`src/rtl/data_consumer_pkg.sv`:
```
// Shared types and constants for the stream checker.
// Includes the state enum, LFSR geometry and the counter saturation helper.
package data_consumer_pkg;

  typedef enum logic [1:0] {
    IDLE = 2'd0,
    RUN  = 2'd1,
    DONE = 2'd2
  } state_e;

  localparam int LFSR_W = 16;

  // Right-shift Fibonacci form: taps 16,14,13,11 sit at bits 0,2,3,5
  localparam logic [LFSR_W-1:0] LFSR_TAPS = 16'h002D;

  localparam logic [31:0] NO_MISMATCH = 32'hFFFF_FFFF;

  function automatic logic [31:0] sat_inc(input logic [31:0] v);
    return (v == NO_MISMATCH) ? v : v + 32'd1;
  endfunction

endpackage

```
`src/rtl/data_consumer_bp_lfsr.sv`:
```
// Backpressure pseudo-random source for the stream checker.
// It reloads the seed on reset or load and shifts once per enabled cycle.
module bp_lfsr
  import data_consumer_pkg::*;
#(
  parameter logic [LFSR_W-1:0] SEED = 16'hACE1
) (
  input  logic              clk,
  input  logic              rst,
  input  logic              load,
  input  logic              en,
  output logic [LFSR_W-1:0] state
);

  logic w_fb;

  assign w_fb = ^(state & LFSR_TAPS);

  always_ff @(posedge clk) begin
    if (rst || load) begin
      state <= SEED;
    end else if (en) begin
      state <= {w_fb, state[LFSR_W-1:1]};
    end
  end

endmodule

```
`src/rtl/data_consumer.sv`:
```
// Compares a DUT stream with a golden stream under random backpressure.
// It counts beats and mismatches and aborts the test after a run of idle cycles.
module data_consumer
  import data_consumer_pkg::*;
#(
  parameter int          DATA_WIDTH     = 128,
  parameter logic [15:0] LFSR_SEED      = 16'hACE1,
  parameter int          TIMEOUT_CYCLES = 4096
) (
  input  logic                  clk,
  input  logic                  rst,
  input  logic [DATA_WIDTH-1:0] s_axis_tdata,
  input  logic                  s_axis_tvalid,
  input  logic                  s_axis_tlast,
  output logic                  s_axis_tready,
  input  logic [DATA_WIDTH-1:0] e_axis_tdata,
  input  logic                  e_axis_tvalid,
  input  logic                  e_axis_tlast,
  output logic                  e_axis_tready,
  input  logic [3:0]            stall_cfg,
  input  logic                  start,
  output logic                  busy,
  output logic                  done,
  output logic                  pass,
  output logic                  timeout,
  output logic [31:0]           beat_count,
  output logic [31:0]           mismatch_count,
  output logic [31:0]           first_mismatch_idx
);

  localparam logic [31:0] TO_LIM = 32'(TIMEOUT_CYCLES);

  state_e r_state;
  state_e w_state_nxt;

  logic [LFSR_W-1:0] w_lfsr;
  logic              w_unused;
  logic              w_run;
  logic              w_arm;
  logic              w_stall;
  logic              w_xfer;
  logic              w_mis;
  logic              w_last;

  logic [31:0] r_tcnt;
  logic [31:0] r_bc;
  logic [31:0] r_mc;
  logic [31:0] r_idx;
  logic        r_to;
  logic        r_busy;
  logic        r_done;
  logic        r_pass;

  logic [31:0] w_tcnt_nxt;
  logic [31:0] w_bc_nxt;
  logic [31:0] w_mc_nxt;
  logic [31:0] w_idx_nxt;
  logic        w_to_nxt;

  assign w_run    = (r_state == RUN);
  assign w_arm    = start && !w_run;
  assign w_stall  = (w_lfsr[3:0] < stall_cfg);
  assign w_unused = ^w_lfsr[LFSR_W-1:4];

  // Each ready waits on the other side's valid so both streams move together
  assign s_axis_tready = w_run && !w_stall && e_axis_tvalid;
  assign e_axis_tready = w_run && !w_stall && s_axis_tvalid;

  assign w_xfer = s_axis_tvalid && s_axis_tready;
  assign w_last = s_axis_tlast || e_axis_tlast;
  assign w_mis  = (s_axis_tdata != e_axis_tdata) ||
                  (s_axis_tlast != e_axis_tlast);

  bp_lfsr #(
    .SEED(LFSR_SEED)
  ) u_bp_lfsr (
    .clk  (clk),
    .rst  (rst),
    .load (w_arm),
    .en   (w_run),
    .state(w_lfsr)
  );

  always_comb begin
    w_state_nxt = r_state;
    w_tcnt_nxt  = r_tcnt;
    w_bc_nxt    = r_bc;
    w_mc_nxt    = r_mc;
    w_idx_nxt   = r_idx;
    w_to_nxt    = r_to;
    unique case (r_state)
      IDLE, DONE: begin
        if (start) begin
          w_state_nxt = RUN;
          w_tcnt_nxt  = '0;
          w_bc_nxt    = '0;
          w_mc_nxt    = '0;
          w_idx_nxt   = NO_MISMATCH;
          w_to_nxt    = 1'b0;
        end
      end
      RUN: begin
        if (w_xfer) begin
          w_tcnt_nxt = '0;
          w_bc_nxt   = sat_inc(r_bc);
          if (w_mis) begin
            w_mc_nxt = sat_inc(r_mc);
            if (r_idx == NO_MISMATCH) w_idx_nxt = r_bc;
          end
          if (w_last) w_state_nxt = DONE;
        end else begin
          w_tcnt_nxt = sat_inc(r_tcnt);
          if (w_tcnt_nxt >= TO_LIM) begin
            w_to_nxt    = 1'b1;
            w_state_nxt = DONE;
          end
        end
      end
      default: w_state_nxt = IDLE;
    endcase
  end

  always_ff @(posedge clk) begin
    if (rst) begin
      r_state <= IDLE;
      r_tcnt  <= '0;
      r_bc    <= '0;
      r_mc    <= '0;
      r_idx   <= NO_MISMATCH;
      r_to    <= 1'b0;
      r_busy  <= 1'b0;
      r_done  <= 1'b0;
      r_pass  <= 1'b0;
    end else begin
      r_state <= w_state_nxt;
      r_tcnt  <= w_tcnt_nxt;
      r_bc    <= w_bc_nxt;
      r_mc    <= w_mc_nxt;
      r_idx   <= w_idx_nxt;
      r_to    <= w_to_nxt;
      r_busy  <= (w_state_nxt == RUN);
      r_done  <= (w_state_nxt == DONE);
      r_pass  <= (w_state_nxt == DONE) &&
                 (w_mc_nxt == 32'd0) && !w_to_nxt;
    end
  end

  assign busy               = r_busy;
  assign done               = r_done;
  assign pass               = r_pass;
  assign timeout            = r_to;
  assign beat_count         = r_bc;
  assign mismatch_count     = r_mc;
  assign first_mismatch_idx = r_idx;

endmodule

```
`config.mk`:
```
export PLATFORM = sky130hd
export DESIGN_NAME = data_consumer
export DESIGN_NICKNAME = d
export VERILOG_FILES = /design/src/rtl/data_consumer_pkg.sv /design/src/rtl/data_consumer_bp_lfsr.sv /design/src/rtl/data_consumer.sv
export SDC_FILE = /design/constraint.sdc
export NUM_CORES = 1
export LEC_CHECK = 0
export BUFFER_PORTS_ARGS = -buffer_cell sky130_fd_sc_hd__clkbuf_2
export CAP_MARGIN = 15
export CORE_AREA = 2 2 144 146
export DETAILED_ROUTE_END_ITERATION = 10
export DIE_AREA = 0 0 146 148
export GPL_ROUTABILITY_DRIVEN = 1
export PLACE_DENSITY = 0.86
export SLEW_MARGIN = 40
export SYNTH_ARGS = -nofsm -noshare
export SYNTH_HDL_FRONTEND = slang
export SYNTH_SLANG_ARGS = --single-unit
```
`constraint.sdc`:
```
create_clock -name clk -period 4.8 [get_ports clk]
set_input_delay 0.24 -clock clk [delete_from_list [all_inputs] [get_ports clk]]
set_output_delay 0.24 -clock clk [all_outputs]
set_load 0.05 [all_outputs]
```
======== Yosys cells after proc, flatten, opt, wreduce, memory -nomap -nowiden ========
Index checks and enable logic that the tools add are counted.
word-level totals
  input port bits ......................... 267
  output and inout port bits .............. 102
  register bits ........................... 150
cells by class
  mux-type cells .......................... 26
  add/sub/neg operators ................... 3
  reduce and logical (&&, ||, !) cells .... 21
  eq/ne operators ......................... 15
  order comparisons ....................... 2
operator list
  kind                   count
  $mux 32                13
  $pmux 32 s2            4
  $eq 32x32->1 const B   4
  $ne 128x128->1         1
  $add 32x1->32 const B  3
  $ge 32x13->1 const B   1
  $logic_not 32->1       1
  $reduce_xor 16->1      1
  $mux 2                 4
  $logic_and 1x1->1      7
  $ne 2x1->1 const B     3
  $reduce_and 5->1       1
  $eq 2x1->1 const B     2
  $eq 2x2->1 const B     2
  $lt 4x4->1             1
  $ne 2x2->1 const B     2
  $pmux 2 s2             1
  $reduce_and 4->1       1
  $logic_not 1->1        3
  $logic_or 1x1->1       3
  $mux 1                 3
  $logic_not 2->1        1
  $pmux 1 s2             1
  $reduce_and 2->1       1
  other kinds (3)        3

======== Longest topological paths before layout ========
Gate-level depths: netlist of the first run.
  depth in word-level cells ............... 10
  mapped depth ............................ 13
  gate-level depth less buffers ........... 12

======== Hierarchy ========
From an unflattened synthesis of the first run, not the netlist that was laid out.
second synthesis, totals
  cell total of the unflattened synthesis .. 1288
  area total of the unflattened synthesis .. 9930.8 um^2
modules (own cells, without submodules)
  module         area each (um^2)  sequential area each (um^2)  cells each  instances
  data_consumer  9300.2            2682.6                       1232        1
  bp_lfsr        630.6             320.3                        56          1

======== Worst setup path before layout of the first run ========
No wires, ideal clock.
  path type ............................... reg2reg
  start point ............................. register r_mc[0] (netlist: mismatch_count[0])
  end point ............................... register r_pass (netlist: pass)
  path buffers ............................ 0
  stages on the path, launching flop included .. 13
  required time ........................... 4.712 ns
  setup time .............................. 0.088 ns
  arrival ................................. 3.372 ns
  path slack .............................. 1.340 ns
  cell sequence ........................... dfxtp_1 ha_1 nand3_1 nor2_1 and3_1 nor2b_1 a31o_2 a21oi_1 nand4_1 nor2_1 a31o_2 or4_1 nor4_2
on the way
  word-level cells in the longest chain between the ends .. 8
  elaborated cells between the ends (all ways) .. 10
RTL lines
  what                                           RTL line                 text
  start, declared                                data_consumer.sv:47      logic [31:0] r_mc;
  start signal, assigned                         data_consumer.sv:138     r_mc <= w_mc_nxt;
  $add 32x1->32 or $eq 32x32->1 (tied branches)  data_consumer_pkg.sv:19  return (v == NO_MISMATCH) ? v : v + 32'd1;
  $mux 32                                        data_consumer_pkg.sv:19
  $mux 32                                        data_consumer.sv:106     if (w_mis) begin
  $mux 32                                        data_consumer.sv:103     if (w_xfer) begin
  $pmux 32 s2 *                                  data_consumer.sv:91      unique case (r_state)
  $logic_not 32->1 *                             data_consumer.sv:144     (w_mc_nxt == 32'd0) && !w_to_nxt;
  $logic_and 1x1->1 *                            data_consumer.sv:143     r_pass <= (w_state_nxt == DONE) &&
  $logic_and 1x1->1 *                            data_consumer.sv:144
  end signal, assigned                           data_consumer.sv:143
  end, declared                                  data_consumer.sv:52      logic r_pass;
Mark *: on every way between the ends. The rest lies on a longest branch, timed or not.
A chain may end at the register's enable or synchronous reset.

======== Worst setup path after layout of the first run ========
Same ends and word-level chain as after synthesis.

==> results of run 1 <==
## power breakdown
part / total [W] / internal, W / switching (W)
logic: 0.000547 / 0.000214 / 0.000333
registers: 0.00129 / 0.00127 / 0.0000205
clock network: 0.00131 / 0.000740 / 0.000572
total: 0.00315 / 0.00222 / 0.000925
## layout by cell type (no fill, tap or decap), drive strengths merged, types with 27 or more instances in the layout
cell type	Yosys	final
nand2	112	112
o21bai	31	31
nor3	52	52
nor4	27	27
inv	61	64
a21oi	61	61
xor2	36	36
dfxtp	150	150
nor2b	58	58
o21ai	41	41
clkbuf	56	385
nand3	59	59
nand4	50	50
nor2	137	137
xnor2	73	73
## flip-flops by register name, summed over array words and instances (netlist names)
name                count
beat_count             32
first_mismatch_idx     32
mismatch_count         32
r_tcnt                 32
u_bp_lfsr.state        16
r_state                 2
busy                    1
done                    1
pass                    1
timeout                 1
## worst register-to-register path, stage by stage, from the launching register on
cell	delay, ps
dfxtp_1	440
ha_1	230
nand3_1	150
nor2_1	290
and3_1	280
nor2b_1	420
a31o_2	350
a21oi_4	160
nand4_1	200
nor2_1	50
a31o_2	210
or4_1	570
nor4_2	270
## metal layers
layer  vias to the layer above  track usage [%]  share of wire [%]
li1                       5254                -                  -
met1                      5291             43.7                 41
met2                       599             56.2                 46
met3                        80             8.15                9.2
met4                         2             14.1                3.8
met5                         -                0              0.026
## path summary, 6_finish.rpt
kind / endpoint / slack [ps] / cells after the start
setup / recovery: pass / 1100 / 12
hold / removal: done / 240 / 3
setup reg to reg: pass / 1100 / 12
hold reg to reg: u_bp_lfsr.state[8] / 450 / 2
## area by class of cell
class                      count  area, um2  area share, %
tap                          270        338           2.77
antenna                        9       22.5          0.185
inverter                      61        229           1.88
clock buffer                  18        439           3.60
multi-input combinational    988       6080           49.8
sequential                   150       3000           24.6
timing repair buffer         382       1950           16.0
clock inverter                14        145           1.19
## cell families (layout without fill, tap and decap cells)
logic type | after synthesis | in the layout
and+or+nand+nor | 592 | 592
AOI/OAI and AO/OA | 265 | 265
DFF | 150 | 150
buffers and inverters | 123 | 475
xor gates and xnor gates | 109 | 109
muxes | 15 | 15
adders and majority gates | 7 | 7
other | 0 | 9
## stage by stage
stage | utilization, % | power (W) | hold WS [ps] | instance area [um2] | setup WS, ps
floorplan | - | 0.00161 | 364 | 9510 | 1340
global placement | 57.8 | 0.00184 | 440 | 11600 | 1040
detailed placement | 57.9 | 0.00185 | 447 | 11600 | 802
CTS | 60.8 | 0.00314 | 230 | 12200 | 1170
global route | 60.9 | 0.00325 | 276 | 12200 | 838
finish | 60.9 | 0.00315 | 238 | 12200 | 1100
==> results by group, run 1 <==
Floorplanning
  – Starting Density: 47.5%
  – Width of the die: 146 um
  – Die height: 148 um
  – Die area: 0.0216 mm2
  – Core box area: 0.0200 mm2
  – I/O pin cnt: 369
  – Site Rows: 52

Synth
  – Top-count cell post-synth: dfxtp_1
  – Count of cell types in the netlist: 65
  – Adder-Cell Fraction of Synth Area: 0.921%
  – Largest area contributor in the netlist: dfxtp_1
  – Syn_area_per_cell: 7.54 um2
  – Top_reg_cell synth: dfxtp_1
  – Post-Syn Area: 0.00951 mm2
  – Syn_nets: 1535
  – Synth Area in Compound Gates: 19.0%
  – Syn. warnings: 0
  – Flops & latches, synth: 150
  – Top cells by area, synth: dfxtp_1 (32%), xnor2_1 (6.7%), nor2_1 (5.4%)
  – Async set-or-reset flop fraction in the synthesized netlist: 0%
  – EDFF count, synth: 0
  – Post-synth top cells: dfxtp_1 (150), nor2_1 (137), nand2_1 (112), xnor2_1 (73)
  – Largest family of logic cells by synthesized area: simple AND/OR/NAND/NOR gates
  – Top cell type's share of synthesized area: 31.6%
  – Synthesized-area fraction occupied by and/or/nand/nor cells: 31.9%
  – Multiplexer share of the synthesized area: 1.63%
  – Mapped Cells: 1261
  – Sequential share of the synthesized area: 31.6%
  – XOR/XNOR Fraction of Synth Area: 10.0%

Critical path
  – Max stage delay on crit path: 570 ps
  – WP data required: 5140 ps
  – Worst R2R Start: mismatch_count[0]
  – Worst-path fanout max: 24
  – Crit start category: flip-flop
  – Crit path cell chain: ha_1 > nand3_1 > nor2_1 > and3_1 > nor2b_1 > a31o_2 > a21oi_4 > nand4_1 > nor2_1 > a31o_2 > or4_1 > nor4_2
  – WP data arrival: 4050 ps
  – CP Capture Type: flip-flop
  – Setup crit start: mismatch_count[0]
  – Critical path's slowest cell: or4_1
  – Buffer and inverter count on the worst path: 0
  – Delay-heaviest family, CP: simple AND/OR/NAND/NOR gates
  – Setup Crit Path Kind: flip-flop to flip-flop

Layout
  – Layout cells sized above 1: 27.5%
  – Fillers: 1831
  – Layout Nets: 1874
  – Area Growth Syn to Fin: 28.3%
  – Non-Filler Instances: 1892

STA
  – Final Hold Viols: 0
  – Rel. slew slack: 42.9%
  – Worst-Margin Slew: 851 ps
  – Period minus WS final: 3700 ps
  – Setup TNS: 0 ps
  – Final critical-path share of the clock period: 77.1%
  – RSZ-0062 raised after global routing: no
  – Fin. max-slew vios: 0
  – Final setup viols: 0
  – Fmax: 0.270 GHz
  – Final clock skew: 7.68 ps

Status
  – Status: completed

Placement
  – Placed insts: 1851
  – RD Place Congestion: 1.01
  – Final HPWL DP: 30200 um
  – Port Buf Inserts: 368

Global routing
  – Global-route wire length before repair: 58100 um
  – GRT Util Overall: 34.3%
  – Final global-route overflow total: 0
  – Vias in the first global route: 10373
  – Largest net degree at the start of global routing: 67
  – Initial antenna violation count: 9

Power and ir drop
  – Pleak: 5.14 nW
  – Cell Pwr Density: 258 mW/mm2
  – Peak VDD IR: 0.000173 V

Run
  – Max cap viols: 0

Detailed routing
  – Antenna-violating nets left: 0
  – DR pass1 iterations: 5
  – Routed vias/inst: 5.93
  – Drt initial violations: 921
  – Vias: 11226
  – DRC violations left: 0
  – Post-Route WL: 37900 um
  – Per-cell routed wire length: 20.0 um

Clock network
  – # resized after CTS: 0
  – Clk sinks: 150
  – Hold buffer count at CTS: 0
  – Worst-Skew Late Latency: 430 ps
  – Max clock buf depth: 2
  – Total clock buffers created by CTS: 17
  – Htree depth: 4
  – CTS tree: built
  – Clock Root Buffer: clkbuf_16
  – Post-CTS Setup Bufs: 0
  – Reg clk slew, reported paths: 60 ps

Hold path
  – Hold crit path type: input port to flip-flop
  – Hold path start: start
(Power assumes the default switching activity.)
==> run 2, diff against run 1 <==
CORE_AREA = unset   (was 2 2 144 146)
CORE_ASPECT_RATIO = 0.7   (was unset)
CORE_UTILIZATION = 45   (was unset)
DIE_AREA = unset   (was 0 0 146 148)
clock period = 3.4 ns   (was 4.8 ns; I/O delays follow)
==> run 2 against run 1 <==
  * Worst setup slack worse by 1000 ps
  * Die area is 0.58% higher
  * Clock skew is 5.8 ps higher
  * Sequential share of layout area is 1.3 points lower
  * Via count is 6.0% higher
  * Final area is 5.4% higher
  * Non-clock buffer count is 75 higher
  * First-iteration DRC count is 54% higher
  * Sequential power is 41% higher
  * Clock power is 49% higher
  * Flip-flop and latch count stayed put
  * Hold slack worse by 110 ps
  * Critical endpoint unchanged
==> results by group, run 2 (synthesis results as in run 1) <==
Status
  – Status: completed

Global routing
  – Largest net degree at the start of global routing: 58 (-13%)
  – GRT Util Overall: 38.5% (+4.2 points)
  – Final global-route overflow total: 0 (unchanged)
  – Vias in the first global route: 10789 (+4.0%)
  – Global-route wire length before repair: 62400 um (+7.3%)
  – Initial antenna violation count: 5 (-4)

Detailed routing
  – DRC violations left: 0 (unchanged)
  – Antenna-violating nets left: 0 (unchanged)
  – Per-cell routed wire length: 21.6 um (+8.0%)
  – Drt initial violations: 1419 (+54%)
  – Vias: 11897 (+6.0%)
  – Post-Route WL: 42600 um (+12%)
  – DR pass1 iterations: 6 (+1)
  – Routed vias/inst: 6.04 (+1.8%)

Power and ir drop
  – Pwr Total: 0.00458 W (+46%)
  – Peak VDD IR: 0.000384 V (+120%)
  – Pleak: 5.55 nW (+8.0%)
  – Cell Pwr Density: 356 mW/mm2 (+38%)

Floorplanning
  – Core box area: 0.0207 mm2 (+3.3%)
  – I/O pin cnt: 369 (unchanged)
  – Die area: 0.0217 mm2 (+0.58%)
  – Die height: 124 um (-16%)
  – Site Rows: 44 (-15%)
  – Starting Density: 46.0% (-1.5 points)
  – Width of the die: 176 um (+20%)

Clock network
  – Total clock buffers created by CTS: 17 (unchanged)
  – Max clock buf depth: 2 (unchanged)
  – Clk sinks: 150 (unchanged)
  – Reg clk slew, reported paths: 70 ps (about the same)
  – Htree depth: 4 (unchanged)
  – Worst-Skew Late Latency: 440 ps (about the same)
  – CTS tree: built
  – Clock Root Buffer: clkbuf_16
  – Hold buffer count at CTS: 0 (unchanged)

Critical path
  – RR Endpoint: pass
  – Crit start category: flip-flop
  – CP Capture Type: flip-flop
  – WP data arrival: 3670 ps (-380 ps)
  – R2r setup slk: 80 ps (-1010 ps)
  – Worst-path fanout max: 8 (-67%)
  – Worst Reg-to-Reg Cells: 12 (unchanged)
  – WP data required: 3760 ps (-1380 ps)
  – Worst R2R Start: u_bp_lfsr.state[2]
  – Setup Crit Path Kind: flip-flop to flip-flop

Run
  – Max cap viols: 0 (unchanged)

Hold path
  – Hold path depth: 3 (unchanged)
  – Hold crit path type: input port to flip-flop
  – Hold worst-path end: done
  – Hold path start: rst

STA
  – Final clock skew: 13.5 ps (+5.81 ps)
  – Hold Slack: 126 ps (-112 ps)
  – Setup TNS: 0 ps (unchanged)
  – Worst-Margin Slew: 837 ps (-14.7 ps)
  – Rel. slew slack: 43.9% (+0.95 points)
  – Final Hold Viols: 0 (unchanged)
  – Period minus WS final: 3320 ps (-386 ps)
  – Fmax: 0.302 GHz (+12%)
  – Final setup viols: 0 (unchanged)
  – Fin. max-slew vios: 0 (unchanged)
  – Final critical-path share of the clock period: 97.5% (+20 points)

Placement
  – DP Area: 0.0121 mm2 (+4.7%)
  – Final HPWL DP: 33400 um (+11%)
  – Port Buf Inserts: 368 (unchanged)
  – RD Place Congestion: 1.03 (+1.9%)

Layout
  – Layout Nets: 1949 (+4.0%)
  – Layout cells sized above 1: 31.3% (+3.8 points)
  – Most frequent cells in the layout: clkbuf_2 (368), dfxtp_1 (148), nor2_1 (135), nand2_1 (112), buf_4 (86)
  – Final Cell Area: 0.0129 mm2 (+5.4%)
  – Area Growth Syn to Fin: 35.3%
  – Commonest non-fill, non-tap cell in the layout: clkbuf_2
## run 2: cell count changes in the layout (fill, tap and decap cells not counted), moves of 3 or more
cell        change
nor4_2          +3
clkinvlp_4      +3
nor4_1          -4
inv_8           +5
buf_4          +72
diode_2         -3
clkinv_4        -9
clkinv_8        +5
## run 2: stage by stage
stage          setup WS, ps  util (%)  std cells
3_3_place_gp            132      58.6       1929
2_1_floorplan          3.15         -       1261
4_1_cts                11.7      61.6       1961
6_report               84.7      62.2       1970
5_1_grt               -24.0      62.1       1968
3_5_place_dp           65.3      58.6       1929
## run 2: where the power goes
part	total, W	internal, W	switching, W
clock network	0.00195	0.000998	0.000949
registers	0.00182	0.00179	0.0000298
logic	0.000819	0.000315	0.000504
total	0.00458	0.00310	0.00148
## run 2: area by class of cell
type | instances | area, um2
Antenna cell | 6 | 15.0
Inverter | 61 | 229
Sequential cell | 150 | 3010
Fill cell | 1884 | 7830
Timing Repair Buffer | 457 | 2540
Clock buffer | 17 | 425
Tap cell | 276 | 345
Clock inverter | 15 | 183
Multi-Input combinational cell | 988 | 6130
## run 2: timing repair
item / in CTS / in global routing
setup endpoints to repair: 0 / 8
setup buffers: 0 / 3
resized for setup: 0 / 15
## run 2: critical path, stage by stage (launching register included)
cell and delay [ps]:
dfxtp_1 360, ha_1 290, nand2_1 50, o21ai_1 220
nand4_1 330, a31o_2 360, a21oi_4 180, buf_4 210
nand3_1 120, a21oi_1 190, mux2i_1 140, or4_1 530
nor4_2 270
## run 2: routing by layer
metal	track usage, %	share of wire (%)
met5	0	0
met4	25.5	6.6
met3	8.24	11
met2	58.7	43
met1	49.5	40
## run 2: worst max path at each step
stage	end	from	depth (start not counted)	slack (ps)
2_1_floorplan	pass	mismatch_count[14]	12	3
3_3_place_gp	pass	u_bp_lfsr.state[2]	11	130
3_5_place_dp	pass	u_bp_lfsr.state[2]	11	70
4_1_cts	pass	u_bp_lfsr.state[2]	12	10
5_1_grt	pass	r_tcnt[5]	11	-20
6_report	pass	u_bp_lfsr.state[2]	12	80
